## src/rtl/mem_pkg.sv

```systemverilog
// Shared types and helpers for the load/store unit.
// MEM_ACCESS_SPLIT_EN adds the REQ2/RESP2 states for split misaligned accesses.
package mem_pkg;

  localparam int OP_SIGNED = 0;
  localparam int OP_BYTE   = 1;
  localparam int OP_HALF   = 2;
  localparam int OP_WORD   = 3;
  localparam int OP_STORE  = 4;

  typedef enum logic [1:0] {
    SZ_BYTE,
    SZ_HALF,
    SZ_WORD,
    SZ_BAD
  } size_e;

`ifdef MEM_ACCESS_SPLIT_EN
  typedef enum logic [2:0] {
    IDLE,
    REQ,
    RESP,
    REQ2,
    RESP2
  } state_e;
`else
  typedef enum logic [1:0] {
    IDLE,
    REQ,
    RESP
  } state_e;
`endif

  // Argument is {word, half, byte}; anything but one-hot is illegal.
  function automatic size_e decode_size(logic [2:0] sz);
    size_e s;
    unique case (sz)
      3'b001:  s = SZ_BYTE;
      3'b010:  s = SZ_HALF;
      3'b100:  s = SZ_WORD;
      default: s = SZ_BAD;
    endcase
    return s;
  endfunction

  function automatic logic misaligned(size_e s, logic [1:0] a);
    return (s == SZ_HALF && a[0]) ||
           (s == SZ_WORD && a != 2'b00);
  endfunction

  function automatic logic [3:0] size_mask(size_e s);
    logic [3:0] m;
    unique case (s)
      SZ_BYTE: m = 4'b0001;
      SZ_HALF: m = 4'b0011;
      SZ_WORD: m = 4'b1111;
      default: m = 4'b0000;
    endcase
    return m;
  endfunction

  function automatic logic [31:0] replicate(size_e s, logic [31:0] w);
    logic [31:0] r;
    unique case (s)
      SZ_BYTE: r = {4{w[7:0]}};
      SZ_HALF: r = {2{w[15:0]}};
      default: r = w;
    endcase
    return r;
  endfunction

endpackage

```

## src/rtl/mem_load_align.sv

```systemverilog
// Load data alignment: merge two beats, shift to lane 0,
// then sign- or zero-extend to 32 bits.
module mem_load_align
  import mem_pkg::*;
(
  input  logic [31:0] lo_i,
  input  logic [31:0] hi_i,
  input  logic [1:0]  off_i,
  input  logic [1:0]  size_i,
  input  logic        sign_i,
  output logic [31:0] data_o
);

  logic [31:0] sh;

  assign sh = 32'({hi_i, lo_i} >> {off_i, 3'b000});

  always_comb begin
    data_o = sh;
    unique case (size_i)
      SZ_BYTE: data_o = {{24{sign_i & sh[7]}}, sh[7:0]};
      SZ_HALF: data_o = {{16{sign_i & sh[15]}}, sh[15:0]};
      default: data_o = sh;
    endcase
  end

endmodule

```

## src/rtl/mem_access_unit.sv

```systemverilog
// Load/store unit between execute and a req/gnt/rvalid data bus.
// MEM_ACCESS_SPLIT_EN: split misaligned accesses into two word beats.
module mem_access_unit
  import mem_pkg::*;
(
  input  logic        clk_i,
  input  logic        rst_i,
  input  logic        ex_valid_i,
  output logic        ex_ready_o,
  input  logic [4:0]  mem_op_en_i,
  input  logic [31:0] ex_addr_i,
  input  logic [31:0] ex_wdata_i,
  input  logic [4:0]  ex_rd_i,
  input  logic        flush_i,
  output logic        bus_req_o,
  output logic        bus_we_o,
  output logic [31:0] bus_addr_o,
  output logic [31:0] bus_wdata_o,
  output logic [3:0]  bus_be_o,
  input  logic        bus_gnt_i,
  input  logic        bus_rvalid_i,
  input  logic [31:0] bus_rdata_i,
  output logic        wb_valid_o,
  output logic [4:0]  wb_rd_o,
  output logic [31:0] wb_data_o,
  output logic        misalign_exc_o
);

  state_e      state_q;
  size_e       size_d;
  size_e       size_q;
  logic        store_q;
  logic        sign_q;
  logic [1:0]  off_q;
  logic [4:0]  rd_q;
  logic        flushed_q;
  logic        req_q;
  logic        we_q;
  logic [31:0] addr_q;
  logic [31:0] wd_q;
  logic [3:0]  be_q;
  logic        wbv_q;
  logic [31:0] wbd_q;
  logic        exc_q;

  logic        mis_d;
  logic        bad_d;
  logic        kill;
  logic [4:0]  sh_d;
  logic [31:0] rep_d;
  logic [31:0] wd_d;
  logic [3:0]  be_d;
  logic [31:0] al_lo;
  logic [31:0] al_hi;
  logic [31:0] al_data;

  assign size_d = decode_size({mem_op_en_i[OP_WORD],
                               mem_op_en_i[OP_HALF],
                               mem_op_en_i[OP_BYTE]});
  assign mis_d  = misaligned(size_d, ex_addr_i[1:0]);
  assign sh_d   = {ex_addr_i[1:0], 3'b000};
  assign rep_d  = replicate(size_d, ex_wdata_i);
  assign be_d   = size_mask(size_d) << ex_addr_i[1:0];
  assign wd_d   = rep_d << sh_d;
  assign kill   = flush_i | flushed_q;

`ifdef MEM_ACCESS_SPLIT_EN
  logic        split_q;
  logic [3:0]  be_hi_q;
  logic [31:0] wd_hi_q;
  logic [31:0] lo_q;
  logic [3:0]  be_hi_d;
  logic [31:0] wd_hi_d;

  // Lanes that spill past byte 3 go to the next word.
  assign be_hi_d = 4'(({4'b0000, size_mask(size_d)}
                       << ex_addr_i[1:0]) >> 4);
  assign wd_hi_d = 32'(({32'd0, rep_d} << sh_d) >> 32);
  assign bad_d   = (size_d == SZ_BAD);
  assign al_lo   = (state_q == RESP2) ? lo_q : bus_rdata_i;
  assign al_hi   = (state_q == RESP2) ? bus_rdata_i : 32'd0;
`else
  assign bad_d   = (size_d == SZ_BAD) || mis_d;
  assign al_lo   = bus_rdata_i;
  assign al_hi   = 32'd0;
`endif

  mem_load_align u_align (
    .lo_i   (al_lo),
    .hi_i   (al_hi),
    .off_i  (off_q),
    .size_i (size_q),
    .sign_i (sign_q),
    .data_o (al_data)
  );

  always_ff @(posedge clk_i) begin
    if (rst_i) begin
      state_q   <= IDLE;
      size_q    <= SZ_BYTE;
      store_q   <= 1'b0;
      sign_q    <= 1'b0;
      off_q     <= 2'b00;
      rd_q      <= 5'd0;
      flushed_q <= 1'b0;
      req_q     <= 1'b0;
      we_q      <= 1'b0;
      addr_q    <= 32'd0;
      wd_q      <= 32'd0;
      be_q      <= 4'd0;
      wbv_q     <= 1'b0;
      wbd_q     <= 32'd0;
      exc_q     <= 1'b0;
`ifdef MEM_ACCESS_SPLIT_EN
      split_q   <= 1'b0;
      be_hi_q   <= 4'd0;
      wd_hi_q   <= 32'd0;
      lo_q      <= 32'd0;
`endif
    end else begin
      wbv_q <= 1'b0;
      exc_q <= 1'b0;
      unique case (state_q)
        IDLE: begin
          if (ex_valid_i && bad_d) begin
            exc_q <= 1'b1;
          end else if (ex_valid_i) begin
            state_q   <= REQ;
            req_q     <= 1'b1;
            we_q      <= mem_op_en_i[OP_STORE];
            addr_q    <= {ex_addr_i[31:2], 2'b00};
            be_q      <= be_d;
            wd_q      <= wd_d;
            size_q    <= size_d;
            store_q   <= mem_op_en_i[OP_STORE];
            sign_q    <= mem_op_en_i[OP_SIGNED];
            off_q     <= ex_addr_i[1:0];
            rd_q      <= ex_rd_i;
            flushed_q <= 1'b0;
`ifdef MEM_ACCESS_SPLIT_EN
            split_q   <= mis_d;
            be_hi_q   <= be_hi_d;
            wd_hi_q   <= wd_hi_d;
`endif
          end
        end
        REQ: begin
          if (bus_gnt_i) begin
            req_q     <= 1'b0;
            flushed_q <= flush_i;
            if (!store_q) begin
              state_q <= RESP;
            end
`ifdef MEM_ACCESS_SPLIT_EN
            else if (split_q && !flush_i) begin
              state_q <= REQ2;
              req_q   <= 1'b1;
              addr_q  <= addr_q + 32'd4;
              be_q    <= be_hi_q;
              wd_q    <= wd_hi_q;
            end
`endif
            else begin
              state_q <= IDLE;
            end
          end else if (flush_i) begin
            req_q   <= 1'b0;
            state_q <= IDLE;
          end
        end
        RESP: begin
          if (flush_i) flushed_q <= 1'b1;
          if (bus_rvalid_i) begin
`ifdef MEM_ACCESS_SPLIT_EN
            if (split_q && !kill) begin
              state_q <= REQ2;
              req_q   <= 1'b1;
              addr_q  <= addr_q + 32'd4;
              be_q    <= be_hi_q;
              wd_q    <= wd_hi_q;
              lo_q    <= bus_rdata_i;
            end else
`endif
            begin
              state_q <= IDLE;
              wbv_q   <= !kill;
              wbd_q   <= al_data;
            end
          end
        end
`ifdef MEM_ACCESS_SPLIT_EN
        REQ2: begin
          if (bus_gnt_i) begin
            req_q     <= 1'b0;
            flushed_q <= flush_i;
            state_q   <= store_q ? IDLE : RESP2;
          end else if (flush_i) begin
            req_q   <= 1'b0;
            state_q <= IDLE;
          end
        end
        RESP2: begin
          if (flush_i) flushed_q <= 1'b1;
          if (bus_rvalid_i) begin
            state_q <= IDLE;
            wbv_q   <= !kill;
            wbd_q   <= al_data;
          end
        end
`endif
        default: state_q <= IDLE;
      endcase
    end
  end

  assign ex_ready_o     = (state_q == IDLE);
  assign bus_req_o      = req_q;
  assign bus_we_o       = we_q;
  assign bus_addr_o     = addr_q;
  assign bus_wdata_o    = wd_q;
  assign bus_be_o       = be_q;
  assign wb_valid_o     = wbv_q;
  assign wb_rd_o        = rd_q;
  assign wb_data_o      = wbd_q;
  assign misalign_exc_o = exc_q;

endmodule

```

## config.mk

```make
export PLATFORM = sky130hd
export DESIGN_NAME = mem_access_unit
export DESIGN_NICKNAME = d
export VERILOG_FILES = /design/src/rtl/mem_pkg.sv /design/src/rtl/mem_load_align.sv /design/src/rtl/mem_access_unit.sv
export SDC_FILE = /design/constraint.sdc
export NUM_CORES = 1
export LEC_CHECK = 0
export CAP_MARGIN = 20
export CORE_MARGIN = 1
export CORE_UTILIZATION = 45
export DETAILED_ROUTE_END_ITERATION = 12
export PLACE_DENSITY = 0.81
export SLEW_MARGIN = 20
export SYNTH_ARGS = -nofsm -noshare
export SYNTH_HDL_FRONTEND = slang
export SYNTH_HIERARCHICAL = 1
export SYNTH_SLANG_ARGS = --single-unit
```

## constraint.sdc

```tcl
create_clock -name clk_i -period 3.1 [get_ports clk_i]
set_input_delay 0.62 -clock clk_i [delete_from_list [all_inputs] [get_ports clk_i]]
set_output_delay 0.62 -clock clk_i [all_outputs]
set_load 0.02 [all_outputs]
```

-- Yosys cells after proc, flatten, opt, wreduce, memory -nomap -nowiden
Cells that the tools add are included.
- output and inout bits: 110
- word-level logic and storage cells: 80
- register bits after elaboration: 115
- mux-type cells: 22
- equal/unequal tests: 15
- shifts and indexed selects: 3
- bitwise gates (word level): 7
- reductions and logical operators: 19
- operators by type and width (operator ; count):
    32-bit one-hot mux with 2 select lines ; 2
    32-bit by 5-bit left shift with 32-bit output ; 1
    32-bit by 5-bit >> shifter with 32-bit output ; 1
    2-bit two-way mux ; 6
    2-bit one-hot mux with 3 select lines ; 2
    4-bit one-hot mux with 3 select lines ; 1
    2-bit inequality test (second input constant) ; 5
    1-bit two-way mux ; 9
    4-bit AND reduction ; 2
    2-bit by 1-bit == test with 1-bit output (second input constant) ; 3
    2-bit == test (second input constant) ; 3
    2-bit zero test ; 3
    5-bit AND reduction ; 1
    1-bit inverter ; 4
    2-bit nonzero test ; 2
    4-bit by 2-bit left shift with 4-bit output ; 1
    3-bit by 1-bit == test with 1-bit output (second input constant) ; 1
    3-bit by 2-bit == test with 1-bit output (second input constant) ; 1
    3-bit == test (second input constant) ; 1
    1-bit logical AND ; 3
    3-bit inequality test (second input constant) ; 1
    1-bit one-hot mux with 3 select lines ; 1
    3-bit AND reduction ; 1
    3-bit nonzero test ; 1
    8 further kinds ; 10

-- Depth between registers and ports, before layout
Gate-level depths: netlist of the first run.
- word-level depth: 9
- gate-level depth with buffers: 12

-- Modules after synthesis
The synthesis of the first run kept the hierarchy.
- modules (own cells, without submodules) (module ; area an instance (um^2) ; times used ; cells each ; seq. area each (um^2)):
    mem_access_unit ; 4931.0 ; 1 ; 613 ; 2302.2
    mem_load_align ; 1103.6 ; 1 ; 100 ; 0.0

-- Least setup slack after synthesis of the first run
Ideal clock, no wire load.
- path kind: in2reg
- from: input port mem_op_en_i[1]
- to: register wd_q[29], in the netlist bus_wdata_o[29]
- path buffers: 1
- arrival: 2.586 ns
- stages on the path: 7
- library setup time: 0.134 ns
- setup slack: 0.380 ns
- data required time: 2.966 ns
- path through: or3_1 > ha_1 > nor2_1 > buf_2 > mux2_2 > a222oi_1 > a211oi_1
- cells in the longest elaborated chain, start to end: 9
- ends and longest elaborated chain (element ; RTL line ; text):
    start, declared ; mem_access_unit.sv:10 ; input logic [4:0] mem_op_en_i,
    3-bit == test, or another cell as far along ; mem_pkg.sv:37 ; unique case (sz)
    2-bit one-hot mux with 3 select lines (*) ; mem_pkg.sv:37 ;
    parallel branches: the longest is 7 deep, another holds 32-bit one-hot mux with 2 select lines ; -- ;
    end signal, assigned ; mem_access_unit.sv:133 ; wd_q <= wd_d;
    end, declared ; mem_access_unit.sv:40 ; logic [31:0] wd_q;
Mark *: on every way between the ends.
A chain may end at the register's enable or synchronous reset.

-- Worst setup path after layout of the first run
- from: input port mem_op_en_i[3]
- to: register wd_q[30], in the netlist bus_wdata_o[30]
The elaborated chain is that of the path after synthesis.

==> results of run 1 <==
-- how the worst max path moves through the flow --
stage	from	end	slack (ps)
finish	mem_op_en_i[3]	bus_wdata_o[30]	170
global route	mem_op_en_i[3]	bus_addr_o[18]	60
CTS	mem_op_en_i[3]	bus_wdata_o[30]	200
detailed placement	mem_op_en_i[3]	bus_wdata_o[30]	-230
global placement	mem_op_en_i[3]	bus_wdata_o[28]	-130
floorplan	mem_op_en_i[1]	bus_wdata_o[29]	380
-- synthesized netlist by cell type (5+ instances only) --
cell / count
sky130_fd_sc_hd__a211oi_1: 16
sky130_fd_sc_hd__a21o_1: 9
sky130_fd_sc_hd__a21oi_1: 103
sky130_fd_sc_hd__a221oi_1: 5
sky130_fd_sc_hd__a222oi_1: 8
sky130_fd_sc_hd__a22o_1: 11
sky130_fd_sc_hd__buf_2: 10
sky130_fd_sc_hd__buf_4: 10
sky130_fd_sc_hd__clkbuf_1: 40
sky130_fd_sc_hd__dfxtp_1: 115
sky130_fd_sc_hd__ha_1: 6
sky130_fd_sc_hd__inv_1: 11
sky130_fd_sc_hd__mux2_2: 8
sky130_fd_sc_hd__mux4_2: 33
sky130_fd_sc_hd__nand2_1: 202
sky130_fd_sc_hd__nand3_1: 12
sky130_fd_sc_hd__nand3b_1: 6
sky130_fd_sc_hd__nor2_1: 24
sky130_fd_sc_hd__o21ai_0: 17
sky130_fd_sc_hd__o21ai_1: 9
-- cells by family (layout without fill, tap and decap cells) --
kind of cell               Yosys count  in the layout  synth area share (%)
muxes                               46             46                  15.1
adders and majority gates            6              6                  1.24
and+or+nand+nor                    270            270                  18.8
DFF                                115            115                  38.2
buffers and inverters               76            307                  5.93
other                                1             51                0.0621
xor gates and xnor gates             1              1                 0.145
AOI/OAI and AO/OA                  198            198                  20.5
-- metal layers --
layer / vias to the layer above / track usage, % / share of wire [%]
met1: 2991 / 36.3 / 41
met3: 49 / 5.52 / 9.0
met2: 390 / 44.2 / 46
met5: - / 0 / 0
li1: 3030 / - / -
met4: 0 / 13.3 / 3.3
-- through the flow --
stage	setup TNS (ps)	power, mW	util (%)	hold slack [ps]	setup slack, ps
floorplan	0	2.09	-	400	380
global placement	-5830	2.48	67.7	426	-125
detailed placement	-9360	2.49	67.7	419	-232
CTS	0	4.53	72.6	438	198
global route	0	4.67	72.6	454	64.8
finish	0	4.51	72.6	435	166
-- critical path, cell delays in order --
cell and delay (ps):
sky130_fd_sc_hd__clkdlybuf4s50_1 480, sky130_fd_sc_hd__inv_1 50, sky130_fd_sc_hd__or3_1 360, sky130_fd_sc_hd__ha_1 220
sky130_fd_sc_hd__o21a_1 210, sky130_fd_sc_hd__a2111oi_4 320, sky130_fd_sc_hd__buf_4 170, sky130_fd_sc_hd__and3_2 290
sky130_fd_sc_hd__buf_12 190, sky130_fd_sc_hd__nor2_1 50, sky130_fd_sc_hd__a311oi_1 270
-- report_power, final --
group          switching, mW  total (mW)  leakage [nW]  internal, mW
clock network          0.736        2.03         0.290          1.29
logic                  0.440       0.895          2.17         0.455
registers             0.0428        1.59         0.934          1.54
total                   1.22        4.51          3.40          3.29
-- flip-flops by register name, summed over array words and instances (netlist names) --
register,count
bus_wdata_o,32
wb_data_o,32
bus_addr_o,30
wb_rd_o,5
bus_be_o,4
off_q,2
size_q,2
state_q,2
bus_req_o,1
bus_we_o,1
flushed_q,1
misalign_exc_o,1
sign_q,1
wb_valid_o,1
-- area by class of cell --
cell class | instances | area (µm²) | area share (%)
flip-flops and latches | 115 | 2300 | 24.8
multi-input cells | 572 | 3560 | 38.3
repair buffers | 264 | 2560 | 27.6
clock buffers | 18 | 439 | 4.72
clock inverters | 14 | 178 | 1.91
inverters | 11 | 41.3 | 0.444
well taps | 172 | 215 | 2.31
==> impl_summary.txt, run 1 <==
----------------------------------------------------
[Outcome]
  Status ... finished, final reports clean

[Final layout]
  Most common cell after layout, fill and taps aside ... sky130_fd_sc_hd__clkdlybuf4s50_1
  Layout Cell Area excl Fill ... 0.00931 mm²
  Number of diodes added for antenna fixing ... 0
  Fill cell instance count of the final layout ... between 900 and 1000
  Non-filler instance count after layout ... approximately 1200
  Relative area change from synthesis to final layout ... 54.2%
  Most used cells in the layout excluding fill and tap cells ... sky130_fd_sc_hd__clkdlybuf4s50_1 (218), sky130_fd_sc_hd__nand2_1 (202), sky130_fd_sc_hd__dfxtp_1 (114), sky130_fd_sc_hd__a21oi_1 (103), sky130_fd_sc_hd__conb_1 (51)
  Share of layout cells above drive strength 1 ... 12.9%
  Net count reported at finish ... 1099

[Clocking]
  Count of hold buffers inserted by post-cts repair ... 0
  Worst-Skew Late Latency ... 420 ps
  Longest Clk Path Bufs ... 2
  H-tree lvl count ... 4
  Post-CTS Resized ... 0
  Register clock-pin slew on the reported worst setup and hold paths ... ~60 ps
  Post-CTS Setup Bufs ... 0
  Number of buffers inserted during clock tree synthesis ... 17
  Sinks on Clock Net ... approximately 120
  CTS tree ... built
  Buffer cell driving the clock tree root ... sky130_fd_sc_hd__clkbuf_16

[Floorplanning]
  Number of rows in the core area ... 41
  DIE HEIGHT ... about 120 µm
  Area of the core ... between 0.01 and 0.015 mm²
  Horizontal extent of the die ... between 100 and 150 µm
  Floorplan die area ... between 0.01 and 0.015 mm²
  Total I/O pin count ... ~220
  Starting density of the core ... 47.1%

[Pwr]
  Ratio of total power to cell area ... roughly 480 mW/mm²
  Max rail drop VDD ... between 300 and 400 µV
  Leakage power ... 3.40 nW

[Logic synthesis]
  Post-synthesis instance total ... between 700 and 800
  Syn avg cell area ... roughly 8.5 µm²
  Cell type with the largest total area after synthesis ... sky130_fd_sc_hd__dfxtp_1
  Number of enable flip-flop cells after synthesis ... 0
  Top area cells in the synthesized netlist ... sky130_fd_sc_hd__dfxtp_1 (38%), sky130_fd_sc_hd__nand2_1 (13%), sky130_fd_sc_hd__mux4_2 (12%)
  Cell area after synthesis ... 0.00603 mm²
  Sequential share of the synthesized area ... between 30% and 40%
  Flops & latches, synth ... about 120
  Yosys warning total ... 6
  Ys async rst share ... 0%
  Synth cell types ... between 50 and 60
  Top cell type's share of synthesized area ... around two fifths
  Most frequently used flop master after synthesis ... sky130_fd_sc_hd__dfxtp_1

[Place]
  Final Wtd Congestion ... just under 0.9
  Inst Count DP ... between 1000 and 1500
  Total cell area at the placement stage ... around 0.0087 mm²
  Post-DP HPWL ... roughly 13000 µm
  Count of input and output buffers ... roughly 220

[Min path]
  Min-Delay Path Depth ... 1
  Terminating pin of the worst hold path ... wb_valid_o
  Class of the most critical hold timing path ... reg2reg
  Hold Startpoint ... flushed_q

[Routing]
  Antenna-violating nets left ... 0
  Residual DRC ... 0
  Iter 0 DRT Violations ... just over 600
  Total length of routed wires ... ~19000 µm
  Via count normalized by instance count ... around 5.5
  Initial DRT Pass Iterations ... 6
  DR WL/cell ... between 15 and 20 µm
  Vias after detailed routing ... around 6500

[Timing]
  Maximum clock frequency ... approximately 340 MHz
  Unrepaired setup endpoints after global routing ... false
  Pin slew with the least headroom to its limit ... around 1200 ps
  Endpoints failing setup ... 0
  Max transition margin ... about 20%
  Worst clock skew ... ~7.5 ps
  Hold violation total from the final report ... 0
  Max-slew violations ... 0
  Crit share post-route ... between 90 and 100%
  Fin crit period ... slightly below 3000 ps

[Global route]
  Maximum number of pins on one net before global-route repair ... ~90
  Total global routing track utilization ... roughly 28%
  Number of global-route vias before repair ... around 6000
  First-pass GRT wire length ... roughly 31000 µm
  Number of antenna violations at the first check in global routing ... 0
  Total congestion overflow after global routing ... 0

[Worst setup path]
  Worst-case reg-to-reg path depth ... 5
  Data required, critical path ... between 3000 and 4000 ps
  Type of the worst setup path ... in2reg
  Crit. End Element ... flop
  Reg2reg end ... wb_data_o[19]
  Setup slack of the worst register-to-register path ... ~800 ps
  Worst R2R Start ... size_q[0]
  Largest fanout on the critical path ... 25
  Type of element launching the critical path ... input port
  Crit path arrival time ... between 3000 and 4000 ps

[Job]
  Number of maximum-capacitance violations ... 0

----------------------------------------------------
Power figures use the tool's default switching activity.
==> run 2: changes to the inputs <==
--- a/config.mk
+++ b/config.mk
@@ -9,6 +9,7 @@
 export CORE_MARGIN = 1
 export CORE_UTILIZATION = 45
 export DETAILED_ROUTE_END_ITERATION = 12
+export HOLD_SLACK_MARGIN = 0.06
 export PLACE_DENSITY = 0.81
 export SLEW_MARGIN = 20
 export SYNTH_ARGS = -nofsm -noshare
==> results of run 2 <==
Final layout, timing and power as in run 1 (identical DEF).
==> run 3: changes to the inputs <==
--- a/config.mk
+++ b/config.mk
@@ -5,12 +5,13 @@
 export SDC_FILE = /design/constraint.sdc
 export NUM_CORES = 1
 export LEC_CHECK = 0
+export ABC_AREA = 1
 export CAP_MARGIN = 20
 export CORE_MARGIN = 1
-export CORE_UTILIZATION = 45
+export CORE_UTILIZATION = 46
 export DETAILED_ROUTE_END_ITERATION = 12
 export HOLD_SLACK_MARGIN = 0.06
-export PLACE_DENSITY = 0.81
+export PLACE_DENSITY = 0.82
 export SLEW_MARGIN = 20
 export SYNTH_ARGS = -nofsm -noshare
 export SYNTH_HDL_FRONTEND = slang
==> run 3 against run 2 <==
Effect of this change: via count up 12%; final cell count increased by 19%; total power up 12%; largest power group unchanged; maximum frequency is 20% higher.
==> impl_summary.txt, run 3 <==
----------------------------------------------------
[Logic synthesis]
  Synth cell types ... 35
  Flops & latches, synth ... 115
  Top area cells in the synthesized netlist ... sky130_fd_sc_hd__dfxtp_1 (37%), sky130_fd_sc_hd__nand2_1 (18%), sky130_fd_sc_hd__nand3_1 (11%)
  Sequential share of the synthesized area ... 36.8%
  Syn avg cell area ... 6.51 µm²
  Combinational family with the most area after synthesis ... simple AND/OR/NAND/NOR gates
  Number of enable flip-flop cells after synthesis ... 0
  Post-synthesis mux area share ... 0%
  Ys async rst share ... 0%
  Post-synthesis instance total ... 961
  Most frequently used flop master after synthesis ... sky130_fd_sc_hd__dfxtp_1
  Cell area after synthesis ... roughly 0.0063 mm²
  Fraction of the mapped netlist area in compound gates ... between 10% and 20%
  Most used standard cells in the synthesized netlist ... sky130_fd_sc_hd__nand2_1 (298), sky130_fd_sc_hd__nand3_1 (132), sky130_fd_sc_hd__dfxtp_1 (115)
  Top cell type's share of synthesized area ... 36.8%
  Synth Area in XOR/XNOR ... 0%
  Fraction of the mapped netlist area in adder cells ... approximately 1.2%
  Yosys warning total ... 6
  Most frequently used cell type in the post-synthesis netlist ... sky130_fd_sc_hd__nand2_1
  Cell type with the largest total area after synthesis ... sky130_fd_sc_hd__dfxtp_1
  Simple-gate portion of the synthesized area ... 41.2%

[Final layout]
  Final core utilization ... a little over two thirds
  Number of diodes added for antenna fixing ... 0
  Most common cell after layout, fill and taps aside ... sky130_fd_sc_hd__nand2_1
  Relative area change from synthesis to final layout ... 47.9%
  Share of layout cells above drive strength 1 ... between 6 and 7%
  Most used cells in the layout excluding fill and tap cells ... sky130_fd_sc_hd__nand2_1 (298), sky130_fd_sc_hd__clkdlybuf4s50_1 (218), sky130_fd_sc_hd__nand3_1 (132), sky130_fd_sc_hd__dfxtp_1 (114), sky130_fd_sc_hd__nor2_1 (109)
  Net count reported at finish ... about 1300

[Worst setup path]
  Type of the worst setup path ... in2reg
  Crit path arrival time ... approximately 2800 ps
  Most prevalent standard cell on the critical path ... sky130_fd_sc_hd__nand2_1
  Type of element launching the critical path ... input port
  Crit. End Element ... flop
  Data required, critical path ... roughly 3500 ps
  Largest fanout on the critical path ... 20
  Max incr delay on CP ... between 500 and 600 ps
  Buf/Inv on CP ... 4
  Library cell contributing the largest single delay on the critical path ... sky130_fd_sc_hd__clkdlybuf4s50_1
  Cell family with the largest share of critical-path delay ... buffers and inverters
  Chain of cells forming the critical path ... clkdlybuf4s50_1 -> nor2_1 -> nand2_1 -> inv_1 -> ha_1 -> inv_1 -> nand2_1 -> nand2_1 -> nand3_4 -> buf_4 -> nor2_2 -> nand2_1 -> a21oi_1

[Timing]
  Unrepaired setup endpoints after global routing ... false
  Fin crit period ... ~2500 ps
  Maximum clock frequency ... a little over 400 MHz
  Post-Route Hold Slack ... around 430 ps
  Crit share post-route ... approximately four fifths
  Worst clock skew ... 8.66 ps
  Hold violation total from the final report ... 0
  Pin slew with the least headroom to its limit ... between 700 and 800 ps
  Setup total negative slack ... 0 ps
  Max-slew violations ... 0
  Max transition margin ... around 52%
  Endpoints failing setup ... 0

[Routing]
  Antenna-violating nets left ... 0
  Initial DRT Pass Iterations ... 5
  DR WL/cell ... around 15 µm
  Vias after detailed routing ... around 7300
  Total length of routed wires ... just over 20000 µm
  Iter 0 DRT Violations ... approximately 640
  Residual DRC ... 0
  Via count normalized by instance count ... roughly 5.2

[Pwr]
  Power dissipated by switching net loads ... between 1.5 and 2 mW
  Ratio of total power to cell area ... between 500 and 600 mW/mm²
  Leakage power ... about 4 nW
  Internal power consumption ... 3.48 mW
  Clock power share ... approximately two fifths
  Max rail drop VDD ... slightly above 400 µV
  Pwr Total ... approximately 5.0 mW
  Net switching fraction of the power ... between 30% and 40%
  Sequential share of power ... 33.5%
  Share of power burned in combinational logic ... 26.2%

[Clocking]
  Number of buffers inserted during clock tree synthesis ... 17
  Count of hold buffers inserted by post-cts repair ... 0
  H-tree lvl count ... 4
  CTS tree ... built
  Longest Clk Path Bufs ... 2
  Register clock-pin slew on the reported worst setup and hold paths ... ~60 ps
  Post-CTS Resized ... 0
  Sinks on Clock Net ... 115
  Post-CTS Setup Bufs ... 0
  Buffer cell driving the clock tree root ... sky130_fd_sc_hd__clkbuf_16
  Worst-Skew Late Latency ... 420 ps

[Floorplanning]
  Number of rows in the core area ... 42
  Starting density of the core ... 47.2%
  Total I/O pin count ... 222
  Horizontal extent of the die ... ~120 µm
  DIE HEIGHT ... ~120 µm
  Area of the core ... around 0.013 mm²
  Floorplan die area ... 0.0141 mm²

[Global route]
  Number of global-route vias before repair ... 6679
  Total congestion overflow after global routing ... 0
  Total global routing track utilization ... slightly below 30%
  Number of antenna violations at the first check in global routing ... 0
  Maximum number of pins on one net before global-route repair ... 59
  First-pass GRT wire length ... 32700 µm

[Outcome]
  Status ... finished, final reports clean

[Min path]
  Class of the most critical hold timing path ... reg2reg

[Place]
  Count of input and output buffers ... about 220
  Final Wtd Congestion ... approximately 0.94
  Post-DP HPWL ... 14100 µm

[Job]
  Number of maximum-capacitance violations ... 0

----------------------------------------------------
-- run 3: changes by cell type after synthesis, sizes merged, moves of 23 or more --
cell	change
nand2	+97
inv	+28
nor2	+88
mux4	-34
a21oi	-23
nand3	+135
o21ai	+36
-- run 3: through the flow --
step           cell area, µm²  setup slack, ps  instances
6_report                 9250              646       1384
5_1_grt                  9250              475       1384
4_1_cts                  9250              680       1384
3_5_place_dp             8630              238       1352
3_3_place_gp             8630              323       1352
2_1_floorplan            6410              899       1002
-- run 3: final cells by class --
type | instances | area [µm²]
Clock buffer | 20 | 457
Clock inverter | 12 | 154
Fill cell | 1097 | 4000
Inverter | 40 | 150
Multi-Input combinational cell | 782 | 3610
Sequential cell | 115 | 2300
Tap cell | 176 | 220
Timing Repair Buffer | 239 | 2350
-- run 3: power by group through the flow --
stage | registers [mW] | clock network [mW] | logic (mW)
after floorplan | 1.84 | 0 | 0.631
after global placement | 1.72 | 0 | 1.29
after detailed placement | 1.72 | 0 | 1.30
after CTS | 1.69 | 2.05 | 1.31
after global routing | 1.70 | 2.13 | 1.44
final | 1.69 | 2.03 | 1.32
-- run 3: metal layers --
metal	GRT usage (%)	part of all wire [%]	vias up
li1	-	-	3588
met1	36.4	42	3257
met2	46.8	46	362
met3	8.25	8.6	46
met4	12.6	2.9	0
met5	0	0	-
-- run 3: worst paths after layout --
check | startpoint | end | slack (ps) | cells after the start
hold / removal | flushed_q | wb_valid_o | 430 | 1
setup / recovery | mem_op_en_i[2] | bus_wdata_o[4] | 650 | 13
setup reg to reg | off_q[0] | wb_data_o[16] | 1100 | 7
hold reg to reg | flushed_q | wb_valid_o | 430 | 1
-- run 3: cell families (layout without fill, tap and decap cells) --
| group | count (synthesis) | in the layout |
|---|---|---|
| other cells | 1 | 42 |
| buf+inv | 105 | 311 |
| flops | 115 | 115 |
| fa+ha+maj | 6 | 6 |
| simple gates | 580 | 580 |
| compound gates | 154 | 154 |
